### src/rtl/radix8_booth_pkg.sv
// Shared types for the radix-8 Booth multiplier family.
// State encoding, digit count helper and recoded digit bundle.
package radix8_booth_pkg;

  typedef enum logic [1:0] {
    IDLE,
    PRE,
    RUN,
    DONE
  } state_t;

  typedef struct packed {
    logic neg;
    logic sel_1x;
    logic sel_2x;
    logic sel_3x;
    logic sel_4x;
  } digit_t;

  function automatic int num_digits(input int n);
    return (n + 3) / 3;
  endfunction

endpackage

### src/rtl/radix8_booth_recoder.sv
// Radix-8 Booth recoder: 4-bit window {b3i+2,b3i+1,b3i,b3i-1}
// to a sign plus one-hot magnitude select (digit -4..+4).
module radix8_booth_recoder
  import radix8_booth_pkg::*;
(
  input  logic [3:0] win,
  output digit_t     dig
);

  // Window value is -4*w3 + 2*w2 + w1 + w0
  always_comb begin
    dig = '0;
    unique case (win)
      4'b0000, 4'b1111: dig = '0;
      4'b0001, 4'b0010: dig.sel_1x = 1'b1;
      4'b0011, 4'b0100: dig.sel_2x = 1'b1;
      4'b0101, 4'b0110: dig.sel_3x = 1'b1;
      4'b0111:          dig.sel_4x = 1'b1;
      4'b1000: begin
        dig.neg    = 1'b1;
        dig.sel_4x = 1'b1;
      end
      4'b1001, 4'b1010: begin
        dig.neg    = 1'b1;
        dig.sel_3x = 1'b1;
      end
      4'b1011, 4'b1100: begin
        dig.neg    = 1'b1;
        dig.sel_2x = 1'b1;
      end
      4'b1101, 4'b1110: begin
        dig.neg    = 1'b1;
        dig.sel_1x = 1'b1;
      end
    endcase
  end

endmodule

### src/rtl/radix8_booth_mult_seq.sv
// Iterative radix-8 Booth multiplier, one digit per cycle,
// signed/unsigned at runtime, valid/ready on both sides.
module radix8_booth_mult_seq
  import radix8_booth_pkg::*;
#(
  parameter int N = 8
) (
  input  logic           clk,
  input  logic           reset,
  input  logic           in_valid,
  output logic           in_ready,
  input  logic           signed_mode,
  input  logic [N-1:0]   A,
  input  logic [N-1:0]   B,
  output logic           out_valid,
  input  logic           out_ready,
  output logic [2*N-1:0] P
);

  localparam int D  = num_digits(N);
  localparam int W  = 2 * N + 4;
  localparam int BW = 3 * D + 1;
  localparam int IW = (D > 1) ? $clog2(D) : 1;
  localparam logic [IW-1:0] LAST = IW'(D - 1);

  state_t        state;
  logic [W-1:0]  ax;
  logic [W-1:0]  a3;
  logic [W-1:0]  acc;
  logic [BW-1:0] bw;
  logic [IW-1:0] idx;

  logic          ext_a;
  logic          ext_b;
  logic [W-1:0]  a_ext;
  logic [BW-1:0] b_ext;
  digit_t        dig;
  logic [W-1:0]  mag;
  logic [W-1:0]  addend;
  logic [W-1:0]  acc_nx;

  // Mode decides sign or zero fill; B gets the implicit 0 below its LSB
  assign ext_a = signed_mode & A[N-1];
  assign ext_b = signed_mode & B[N-1];
  assign a_ext = {{(W - N){ext_a}}, A};
  assign b_ext = {{(BW - 1 - N){ext_b}}, B, 1'b0};

  assign in_ready = (state == IDLE) & ~reset;

  // Lowest window of the right-shifting multiplier register
  radix8_booth_recoder u_rec (
    .win (bw[3:0]),
    .dig (dig)
  );

  // Pick the pre-shifted multiple selected by the current digit
  always_comb begin
    mag = '0;
    unique case (1'b1)
      dig.sel_1x: mag = ax;
      dig.sel_2x: mag = ax << 1;
      dig.sel_3x: mag = a3;
      dig.sel_4x: mag = ax << 2;
      default:    mag = '0;
    endcase
  end

  assign addend = dig.neg ? (~mag + W'(1)) : mag;
  assign acc_nx = acc + addend;

  // Control FSM; multiples shift left 3 per digit instead of a barrel shift
  always_ff @(posedge clk or posedge reset) begin
    if (reset) begin
      state     <= IDLE;
      ax        <= '0;
      a3        <= '0;
      acc       <= '0;
      bw        <= '0;
      idx       <= '0;
      P         <= '0;
      out_valid <= 1'b0;
    end else begin
      unique case (state)
        IDLE: begin
          if (in_valid) begin
            ax    <= a_ext;
            bw    <= b_ext;
            state <= PRE;
          end
        end
        PRE: begin
          a3    <= ax + (ax << 1);
          acc   <= '0;
          idx   <= '0;
          state <= RUN;
        end
        RUN: begin
          acc <= acc_nx;
          ax  <= ax << 3;
          a3  <= a3 << 3;
          bw  <= bw >> 3;
          idx <= idx + IW'(1);
          if (idx == LAST) begin
            P         <= acc_nx[2*N-1:0];
            out_valid <= 1'b1;
            state     <= DONE;
          end
        end
        DONE: begin
          if (out_ready) begin
            out_valid <= 1'b0;
            state     <= IDLE;
          end
        end
        default: state <= IDLE;
      endcase
    end
  end

endmodule

### config.mk
export PLATFORM = sky130hd
export DESIGN_NAME = radix8_booth_mult_seq
export DESIGN_NICKNAME = d
export VERILOG_FILES = /design/src/rtl/radix8_booth_pkg.sv /design/src/rtl/radix8_booth_recoder.sv /design/src/rtl/radix8_booth_mult_seq.sv
export SDC_FILE = /design/constraint.sdc
export NUM_CORES = 1
export LEC_CHECK = 0
export CAP_MARGIN = 5
export CORE_ASPECT_RATIO = 1.75
export CORE_MARGIN = 2
export CORE_UTILIZATION = 30
export CTS_CLUSTER_SIZE = 12
export DETAILED_ROUTE_END_ITERATION = 8
export PLACE_DENSITY = 0.49
export SETUP_SLACK_MARGIN = 0.02
export SLEW_MARGIN = 25
export SYNTH_ARGS = -nofsm -noshare
export SYNTH_HDL_FRONTEND = slang
export SYNTH_HIERARCHICAL = 1
export SYNTH_SLANG_ARGS = --single-unit
### constraint.sdc
create_clock -name clk -period 11.7 [get_ports clk]
set_clock_uncertainty 0.2 [all_clocks]
set_input_delay 3.51 -clock clk [delete_from_list [all_inputs] [get_ports clk]]
set_output_delay 3.51 -clock clk [all_outputs]
set_load 0.02 [all_outputs]
==> results of run 1 <==
## metrics by stage
step           hold WS [ns]    util  setup slack, ns  std cells
2_1_floorplan        0.2496       -            4.176        580
3_3_place_gp         0.2607  0.3404            3.302        821
3_5_place_dp         0.2696  0.3408            3.306        821
4_1_cts              0.2849  0.3590            3.306        837
5_1_grt              0.3004  0.3594            3.283        837
6_report             0.2764  0.3594            3.319        837
## synthesized netlist by cell type, types with 2 or more instances
cell,count,area share
a211oi_1,2,0.0029
a21o_1,5,0.0073
a21oi_1,41,0.040
a221oi_1,2,0.0034
a22o_1,2,0.0034
a22oi_1,25,0.036
a31o_2,4,0.0068
a31oi_1,7,0.0085
and2_1,3,0.0036
and3_1,3,0.0036
buf_1,2,0.0015
clkbuf_1,25,0.018
dfrtp_1,79,0.38
fa_1,2,0.0078
ha_1,36,0.087
inv_1,30,0.022
mux2_2,6,0.013
mux2i_1,14,0.027
nand2_1,70,0.051
nand2b_1,3,0.0036
nand3_1,10,0.0097
nand4_1,2,0.0024
nor2_1,35,0.026
nor2b_1,10,0.012
nor3_1,7,0.0068
o211ai_1,2,0.0029
o21a_1,6,0.0087
o21ai_0,58,0.056
o22ai_1,15,0.018
o31ai_1,5,0.0073
o41ai_1,2,0.0034
or2_2,3,0.0036
or3_1,4,0.0049
or4_4,2,0.0044
xnor2_1,28,0.048
xor2_1,14,0.024
## cell usage in the layout (no fill, tap or decap), types with 10 or more instances in the layout
| master | n |
|---|---|
| nand2_1 | 70 |
| clkdlybuf4s50_1 | 38 |
| o21ai_0 | 58 |
| dfrtp_1 | 79 |
| nand3_1 | 10 |
| nor2_1 | 35 |
| xnor2_1 | 28 |
| o22ai_1 | 14 |
| mux2i_1 | 14 |
| ha_1 | 35 |
| a21oi_1 | 41 |
| a22oi_1 | 25 |
| xor2_1 | 14 |
| inv_1 | 29 |
## layout make-up
class / count / area, µm² / area share
Tap cell: 227 / 284.0 / 0.04685
Inverter: 30 / 113.9 / 0.01878
Clock buffer: 10 / 239.0 / 0.03942
Sequential cell: 79 / 1977 / 0.3261
Clock inverter: 6 / 68.82 / 0.01135
Multi-Input combinational cell: 442 / 2958 / 0.4879
Timing Repair Buffer: 43 / 421.7 / 0.06956
## flip-flops by register name, summed over array words and instances, names as in the netlist
register,flops
P,16
a3,16
acc,16
idx,2
out_valid,1
bw,10
state,2
ax,16
## layer usage
layer	GRT usage	wire length, µm	part of all wire	vias up
li1	-	-	-	2115
met1	0.1420	4637	0.39	1989
met2	0.2700	6709	0.56	58
met3	0.02206	249	0.021	25
met4	0.06469	351	0.029	0
met5	0	0	0	-
## cell families (layout without fill, tap and decap cells)
| kind of cell | Yosys count | count (layout) |
|---|---|---|
| compound gates | 187 | 187 |
| simple gates | 155 | 155 |
| flops | 79 | 79 |
| buf+inv | 59 | 89 |
| xor+xnor | 42 | 42 |
| fa+ha+maj | 38 | 38 |
| mux | 20 | 20 |
## final timing paths
check                      depth (start not counted)  slack, ns           endpoint
max reg2reg                                       16       6.74  P[15]$_DFFE_PP0P_
min reg2reg                                        2       0.28   P[9]$_DFFE_PP0P_
max in group asynchronous                          3       7.26  a3[8]$_DFFE_PP0P_
min                                                2       0.28   P[9]$_DFFE_PP0P_
max                                                3       3.32           in_ready
min in group asynchronous                          3       3.52   P[1]$_DFFE_PP0P_
## critical path: cells and delay by family
family / cells / cell delay [ns]
buffers and inverters: 2 / 1.04
and+or+nand+nor: 1 / 0.12
==> results by group, run 1 <==
STA
  – Fin crit period: approximately 8.4 ns
  – Crit share post-route: 0.7163
  – F_max: roughly 120 MHz
  – Rel. slew slack: 0.3190
  – Worst Tran Pin Value: 1.018 ns
  – Fin Setup TNS: 0 ns
  – RSZ-0062 raised after global routing: false
  – Setup-failing EPs final: 0
  – Fin. max-slew vios: 0
  – Hold Vio Cnt, Final: 0

CTS
  – Root buffer cell: clkbuf_16
  – CTS buffer count: 9
  – Register clock-pin slew on the reported worst setup and hold paths: ~0.060 ns
  – Clk sinks: between 70 and 80
  – Hold-fix buffers, CTS: 0
  – Worst-Skew Late Latency: 0.35 ns
  – Post-CTS setup buffers: 0
  – TritonCTS clock tree: done
  – Post_cts resized: 0
  – H-tree depth: 3
  – Buffer depth of the longest clock path: 2

Synthesis
  – XOR/XNOR Fraction of Synth Area: 0.07143
  – Avg Cell Area, Syn: 8.879 µm²
  – Cells after Synth: 580
  – Post-Synth Simple-Gate Area: 0.1365
  – Post-synthesis mux area share: 0.04033
  – Largest family of logic cells by synthesized area: compound AO/OA/AOI/OAI gates
  – Register area share after synthesis: 0.3839
  – Synth Area in Compound Gates: 0.2279
  – Post-synth top flop: dfrtp_1
  – Adder-Cell Fraction of Synth Area: 0.09524
  – YS warnings: 6
  – Synth cell types: between 50 and 60
  – Syn Std Cell Area: slightly above 5000 µm²
  – Net Count, Synth: 639
  – Ys async rst share: 1.000
  – EDFF count, synth: 0
  – Seq cells post-synth: 79

Global routing
  – First-pass GRT wire length: approximately 20000 µm
  – All-Layer GR Usage: 0.1403
  – GRT overflow: 0
  – Pin count of the biggest net entering global routing: 80
  – Vias in the first global route: about 4300
  – Initial antenna violation count: 0

Worst setup path
  – CP peak stage delay: ~0.60 ns
  – Worst EP arrival: 4.67 ns
  – Cell Chain, Critical Path: clkdlybuf4s50_1 > nor2b_1 > clkdlybuf4s50_1
  – Worst Path Required: between 7 and 8 ns
  – Setup crit start kind: input port
  – Worst Setup SP: reset
  – Max stage delay cell, worst path: clkdlybuf4s50_1
  – Critical path type: input port to output port
  – Endpoint class of the critical path: output port
  – Reg2Reg Launch Point: bw[0]$_DFFE_PP0P_
  – Worst Path Max Fanout: 2
  – Most frequent CP cell: clkdlybuf4s50_1

Detailed routing
  – Per-cell routed wire length: around 14 µm
  – Final wirelength: around 12000 µm
  – Initial drt markers: approximately 140
  – Pre-antenna DRT Iters: 4
  – Avg Vias per Cell: between 5 and 6
  – Vias: between 4000 and 5000
  – DRT antenna net count: 0
  – DRC viols: 0

Floorplanning
  – Core Region: between 15000 and 20000 µm²
  – # rows: 63
  – Io pins: 39
  – Die H: approximately 180 µm
  – Die area: approximately 18000 µm²
  – Die width: between 100 and 150 µm
  – Starting Density: 0.3053

Layout
  – Area growth from synthesis to layout: 17.71%
  – Ratio of cells with drive above 1 in the final layout: 0.06885
  – Filler cell count in the final layout: 1787
  – N_diodes: 0
  – Fin nets: between 600 and 700
  – Post-route cell area: 6062 µm²

Job
  – Max_cap viols: 0

Min path
  – Min-delay worst type: flip-flop to flip-flop
  – Hold Crit Start: P[9]$_DFFE_PP0P_

Outcome
  – Status: complete, no violations

Placed design
  – Routability cong.: slightly above 0.8
  – DP HPWL: between 8000 and 9000 µm
  – Placed Area: ~5700 µm²
  – Port Buf Inserts: 38
Power of run 1 is not shown: default switching activity piles up to over one toggle a cycle in this logic, so the estimate is an artifact.
==> inputs of run 2 (changes only) <==
Clock period 11.7 ns to 8 ns, I/O delays scaled along.
==> run 2 against run 1 <==
Via count fell by 1.2%. Register-to-register slack got worse by 3.7 ns. Sequential share of layout area shrank 0.25 points. Setup slack worse by 1.5 ns. Global-route usage fell by 0.36 points. Core utilization increased by 0.28 points. Cell count unchanged. Flip-flop and latch count did not move. Non-clock buffer count stayed put. Count of clock-buffer cells in the layout unchanged. Worst hold slack worse by 0.0010 ns. Design area grew 0.78%. Largest cell class unchanged.
==> results by group, run 2 (synthesis results as in run 1) <==
STA
  – Rel. slew slack: 0.3193 (was 0.3190)
  – Fin crit period: ~6.2 ns
  – Fin. max-slew vios: 0 (unchanged)
  – Hold Vio Cnt, Final: 0 (unchanged)
  – Setup-failing EPs final: 0 (unchanged)
  – Crit share post-route: 0.7705
  – Fin Setup TNS: 0 ns (unchanged)
  – F_max: 162.2 MHz
  – RSZ-0062 raised after global routing: false (unchanged)
  – PnR worst setup slack: 1.836 ns (was 3.319 ns)
  – Worst Tran Pin Value: 1.017 ns (was 1.018 ns)

Detailed routing
  – Avg Vias per Cell: 4.943 (was 5.002)
  – DRC viols: 0 (unchanged)
  – Vias: 4137 (was 4187)
  – Initial drt markers: 120 (was 138)
  – Final wirelength: 11650 µm (was 11950 µm)
  – DRT antenna net count: 0 (unchanged)
  – Per-cell routed wire length: 13.92 µm (was 14.27 µm)
  – Pre-antenna DRT Iters: 4 (unchanged)

Worst setup path
  – Setup crit start kind: input port (unchanged)
  – Cell Chain, Critical Path: clkdlybuf4s50_1 > nor2b_1 > clkdlybuf4s50_1 (unchanged)
  – Reg2Reg Launch Point: bw[0]$_DFFE_PP0P_ (unchanged)
  – Worst Path Required: 5.40 ns (was 7.99 ns)
  – Max stage delay cell, worst path: clkdlybuf4s50_1 (unchanged)
  – Endpoint class of the critical path: output port (unchanged)
  – Critical path type: input port to output port (unchanged)
  – Worst Setup SP: reset (unchanged)
  – Most frequent CP cell: clkdlybuf4s50_1 (unchanged)
  – Delay-heaviest family, CP: buffers and inverters (unchanged)
  – Worst EP arrival: 3.56 ns (was 4.67 ns)
  – CP peak stage delay: 0.61 ns (was 0.60 ns)
  – CP bufs+invs: 2 (unchanged)
  – Worst Path Max Fanout: 2 (unchanged)

Layout
  – Most frequent cells in the layout: dfrtp_1 (79), nand2_1 (70), o21ai_0 (58) (unchanged)
  – Filler cell count in the final layout: 1765 (was 1787)
  – Register Area: 1977 µm² (unchanged)
  – Area taken by multi-input logic gates: 2958 µm² (unchanged)
  – Ratio of cells with drive above 1 in the final layout: 0.06885 (unchanged)
  – Area growth from synthesis to layout: 18.63% (was 17.71%)
  – Most common cell after layout, fill and taps aside: dfrtp_1 (unchanged)
  – N_diodes: 0 (unchanged)
  – Fin nets: 664 (unchanged)

Placed design
  – Setup WS pre-CTS: 1.821 ns (was 3.306 ns)
  – Port Buf Inserts: 38 (unchanged)
  – DP HPWL: 8552 µm (was 8736 µm)
  – Routability cong.: 0.8041 (was 0.8072)

CTS
  – Hold-fix buffers, CTS: 0 (unchanged)
  – Root buffer cell: clkbuf_16 (unchanged)
  – CTS buffer count: 9 (unchanged)
  – TritonCTS clock tree: done (unchanged)
  – Buffer depth of the longest clock path: 2 (unchanged)
  – H-tree depth: 3 (unchanged)
  – Register clock-pin slew on the reported worst setup and hold paths: 0.06 ns (about the same)
  – Clk sinks: 79 (unchanged)
  – Worst-Skew Late Latency: 0.34 ns (was 0.35 ns)
  – Post_cts resized: 0 (unchanged)
  – Post-CTS setup buffers: 0 (unchanged)

Outcome
  – Status: complete, no violations (unchanged)

Floorplanning
  – Core Region: 16870 µm² (unchanged)
  – Die H: 177.3 µm (unchanged)
  – Die area: 18270 µm² (unchanged)
  – Starting Density: 0.3053 (unchanged)
  – # rows: 63 (unchanged)
  – Io pins: 39 (unchanged)
  – Die width: 103.0 µm (unchanged)

Global routing
  – First-pass GRT wire length: 19900 µm (was 20260 µm)
  – Vias in the first global route: 4189 (was 4276)
  – All-Layer GR Usage: 0.1368 (was 0.1403)
  – Pin count of the biggest net entering global routing: 80 (unchanged)
  – Initial antenna violation count: 0 (unchanged)
  – GRT overflow: 0 (unchanged)

Min path
  – Min-delay worst type: flip-flop to flip-flop (unchanged)
  – Hold Crit Start: P[12]$_DFFE_PP0P_ (was P[9]$_DFFE_PP0P_)

Job
  – Max_cap viols: 0 (unchanged)
## run 2: changes by cell type in the layout (fill, tap and decap cells not counted), sizes merged
cell      change
clkinv        -1
bufinv        +2
clkinvlp      -1
## run 2: layout make-up
class,instances,area share
multi-input combinational,442,0.4841
sequential,79,0.3236
timing repair buffer,43,0.06901
tap,227,0.04649
clock buffer,10,0.03912
clock inverter,6,0.01905
inverter,30,0.01864
## run 2: tightest hold or removal path: stages (launching register included)
cell and delay, ns:
dfrtp_1 0.34, nand2_1 0.04, o21ai_0 0.06
## run 2: path summary, 6_finish.rpt
kind	end	slack [ns]	cells past startpoint
worst max-delay path	in_ready	1.84	3
worst min-delay path	P[12]$_DFFE_PP0P_	0.28	2
min in group asynchronous	P[1]$_DFFE_PP0P_	2.39	3
worst min register to register	P[12]$_DFFE_PP0P_	0.28	2
worst max register to register	P[15]$_DFFE_PP0P_	3.04	16
max in group asynchronous	a3[10]$_DFFE_PP0P_	4.67	3
## run 2: routing by layer
metal  vias to the layer above  routed length, µm  GRT usage
li1                       2118                  -          -
met2                        53               6438     0.2616
met4                         0                375    0.06524
met3                        21                230    0.02048
met5                         -                  0          0
met1                      1945               4606     0.1393
## run 2: per-stage QoR
step,instances,hold WS [ns],area (µm²),util
6_report,837,0.2754,6110,0.3622
5_1_grt,837,0.3083,6110,0.3622
4_1_cts,837,0.2872,6103,0.3618
3_5_place_dp,821,0.2721,5748,0.3408
3_3_place_gp,821,0.2610,5742,0.3404
2_1_floorplan,580,0.2496,5150,-
Power of run 2 is left out for the same reason.
==> inputs of run 3 (changes only) <==
Settings changed: PLACE_DENSITY 0.49 to 0.5.
Clock period 8 ns to 5 ns, I/O delays scaled along.
==> run 3 against run 2 <==
Wire length grew 3.1%. Global-route usage up 0.28 points. Cell count grew 0.60%. Critical path depth rose by 13. Via count increased by 1.8%. Non-clock buffer count is 5 higher. Worst hold slack about the same. Sequential share of layout area is the same. Critical endpoint is now P[15]$_DFFE_PP0P_. Largest cell class unchanged.
==> results by group, run 3 (synthesis results as in run 1) <==
Outcome
  – Status: complete, no violations (unchanged)

Worst setup path
  – Worst Setup SP: bw[2]$_DFFE_PP0P_ (was reset)
  – Worst EP arrival: 4.52 ns (was 3.56 ns)
  – Most frequent CP cell: o21ai_0 (was clkdlybuf4s50_1)
  – Critical path type: flip-flop to flip-flop (was input port to output port)
  – Reg2Reg Launch Point: bw[2]$_DFFE_PP0P_ (was bw[0]$_DFFE_PP0P_)
  – RR Endpoint: P[15]$_DFFE_PP0P_ (unchanged)
  – Endpoint class of the critical path: flip-flop (was output port)
  – Max stage delay cell, worst path: a222oi_1 (was clkdlybuf4s50_1)
  – Worst Path Max Fanout: 6 (was 2)
  – Worst R2R Path Depth: 16 (unchanged)
  – FF-to-FF setup slack: 0.50 ns (was 3.04 ns)
  – CP peak stage delay: 0.54 ns (was 0.61 ns)
  – Setup crit start kind: flip-flop (was input port)
  – Cell Chain, Critical Path: xnor2_1 > nor2b_1 > a222oi_1 > ha_1 > nand2_1 > o21ai_0 > xnor2_1 > ha_1 > nand3_1 > o211ai_1 > o21ai_0 > o21a_1 > o21ai_0 > a311oi_1 > xor2_1 > mux2_2 (was clkdlybuf4s50_1 > nor2b_1 > clkdlybuf4s50_1)
  – Worst Path Required: 5.03 ns (was 5.40 ns)

CTS
  – CTS buffer count: 9 (unchanged)
  – TritonCTS clock tree: done (unchanged)
  – Register clock-pin slew on the reported worst setup and hold paths: 0.07 ns (was 0.06 ns)
  – Root buffer cell: clkbuf_16 (unchanged)
  – Post-CTS setup buffers: 0 (unchanged)
  – Hold-fix buffers, CTS: 0 (unchanged)
  – Buffer depth of the longest clock path: 2 (unchanged)
  – Worst-Skew Late Latency: 0.34 ns (about the same)
  – H-tree depth: 3 (unchanged)
  – Post_cts resized: 0 (unchanged)
  – Clk sinks: 79 (unchanged)

Floorplanning
  – Core Region: 16870 µm² (unchanged)
  – Die width: 103.0 µm (unchanged)
  – Die area: 18270 µm² (unchanged)
  – Io pins: 39 (unchanged)
  – Starting Density: 0.3053 (unchanged)
  – # rows: 63 (unchanged)
  – Die H: 177.3 µm (unchanged)

Global routing
  – Routing usage on met3: 0.02403 (was 0.02048)
  – GRT overflow: 0 (unchanged)
  – Initial antenna violation count: 0 (unchanged)
  – Met1 usage: 0.1449 (was 0.1393)
  – Pin count of the biggest net entering global routing: 58 (was 80)
  – First-pass GRT wire length: 20180 µm (was 19900 µm)
  – Grt peak-use layer: met2 (unchanged)
  – All-Layer GR Usage: 0.1395 (was 0.1368)
  – Grt met2 use: 0.2641 (was 0.2616)
  – Vias in the first global route: 4279 (was 4189)

Placed design
  – Routability cong.: 0.8275 (was 0.8041)
  – DP HPWL: 8951 µm (was 8552 µm)
  – Port Buf Inserts: 38 (unchanged)
  – Placed Area: 5779 µm² (was 5748 µm²)

Layout
  – N_diodes: 0 (unchanged)
  – Ratio of cells with drive above 1 in the final layout: 0.07317 (was 0.06885)
  – Most common cell after layout, fill and taps aside: dfrtp_1 (unchanged)
  – Area growth from synthesis to layout: 18.63% (unchanged)
  – Fin nets: 669 (was 664)
  – Post-route cell area: 6110 µm² (unchanged)
  – Most frequent cells in the layout: dfrtp_1 (79), nand2_1 (70), o21ai_0 (58) (unchanged)

STA
  – F_max: approximately 220 MHz
  – Rel. slew slack: 0.5573 (was 0.3193)
  – Setup-failing EPs final: 0 (unchanged)
  – Crit share post-route: 0.8991
  – RSZ-0062 raised after global routing: false (unchanged)
  – Fin. max-slew vios: 0 (unchanged)
  – Hold Vio Cnt, Final: 0 (unchanged)
  – Fin Setup TNS: 0 ns (unchanged)
  – Worst Tran Pin Value: 0.6640 ns (was 1.017 ns)
  – Fin crit period: about 4.5 ns

Detailed routing
  – Vias: 4212 (was 4137)
  – Avg Vias per Cell: 5.002 (was 4.943)
  – DRT antenna net count: 0 (unchanged)
  – DRC viols: 0 (unchanged)
  – Initial drt markers: 161 (was 120)
  – Per-cell routed wire length: 14.27 µm (was 13.92 µm)
  – Pre-antenna DRT Iters: 5 (was 4)
  – Final wirelength: 12020 µm (was 11650 µm)

Min path
  – Worst min-delay path endpoint: P[7]$_DFFE_PP0P_ (was P[12]$_DFFE_PP0P_)
  – Min-delay worst type: flip-flop to flip-flop (unchanged)
  – Hold Crit Start: P[7]$_DFFE_PP0P_ (was P[12]$_DFFE_PP0P_)
  – Hold Path Depth: 2 (unchanged)

Job
  – Max_cap viols: 0 (unchanged)
[run 3: how the worst max path moves through the flow]
stage	cells past startpoint	end	slack (ns)
floorplan	16	P[15]$_DFFE_PP0P_	0.72
global placement	16	P[15]$_DFFE_PP0P_	0.57
detailed placement	16	P[15]$_DFFE_PP0P_	0.49
CTS	16	P[15]$_DFFE_PP0P_	0.48
global route	16	P[15]$_DFFE_PP0P_	0.06
finish	16	P[15]$_DFFE_PP0P_	0.50
[run 3: worst max-delay path, delay by kind of cell (launching register included)]
family          cells  cell delay [ns]
xor+xnor            3             0.47
mux                 1             0.27
flops               1             0.44
fa+ha+maj           2             0.67
simple gates        3             0.32
compound gates      7             2.02
[run 3: cell type report]
class                   count  area (µm²)
clock buffers               9       225.2
inverters                  30       115.1
fillers                  1738       10760
flip-flops and latches     79        1977
multi-input cells         442        2949
clock inverters             7       103.9
well taps                 227       284.0
repair buffers             48       455.4
[run 3: per-layer routing]
| layer | share of wire | vias up |
|---|---|---|
| li1 | - | 2127 |
| met1 | 0.40 | 2004 |
| met2 | 0.55 | 59 |
| met3 | 0.023 | 22 |
| met4 | 0.030 | 0 |
| met5 | 0 | - |
[run 3: through the flow]
step | hold slack, ns | std cells | util | setup WS [ns]
after floorplan | 0.2496 | 580 | - | 0.7222
after global placement | 0.2609 | 826 | 0.3426 | 0.5736
after detailed placement | 0.2697 | 826 | 0.3426 | 0.4942
after CTS | 0.2855 | 842 | 0.3621 | 0.4762
after global routing | 0.2983 | 842 | 0.3622 | 0.06430
final | 0.2755 | 842 | 0.3622 | 0.5046
Power of run 3 is left out for the same reason.
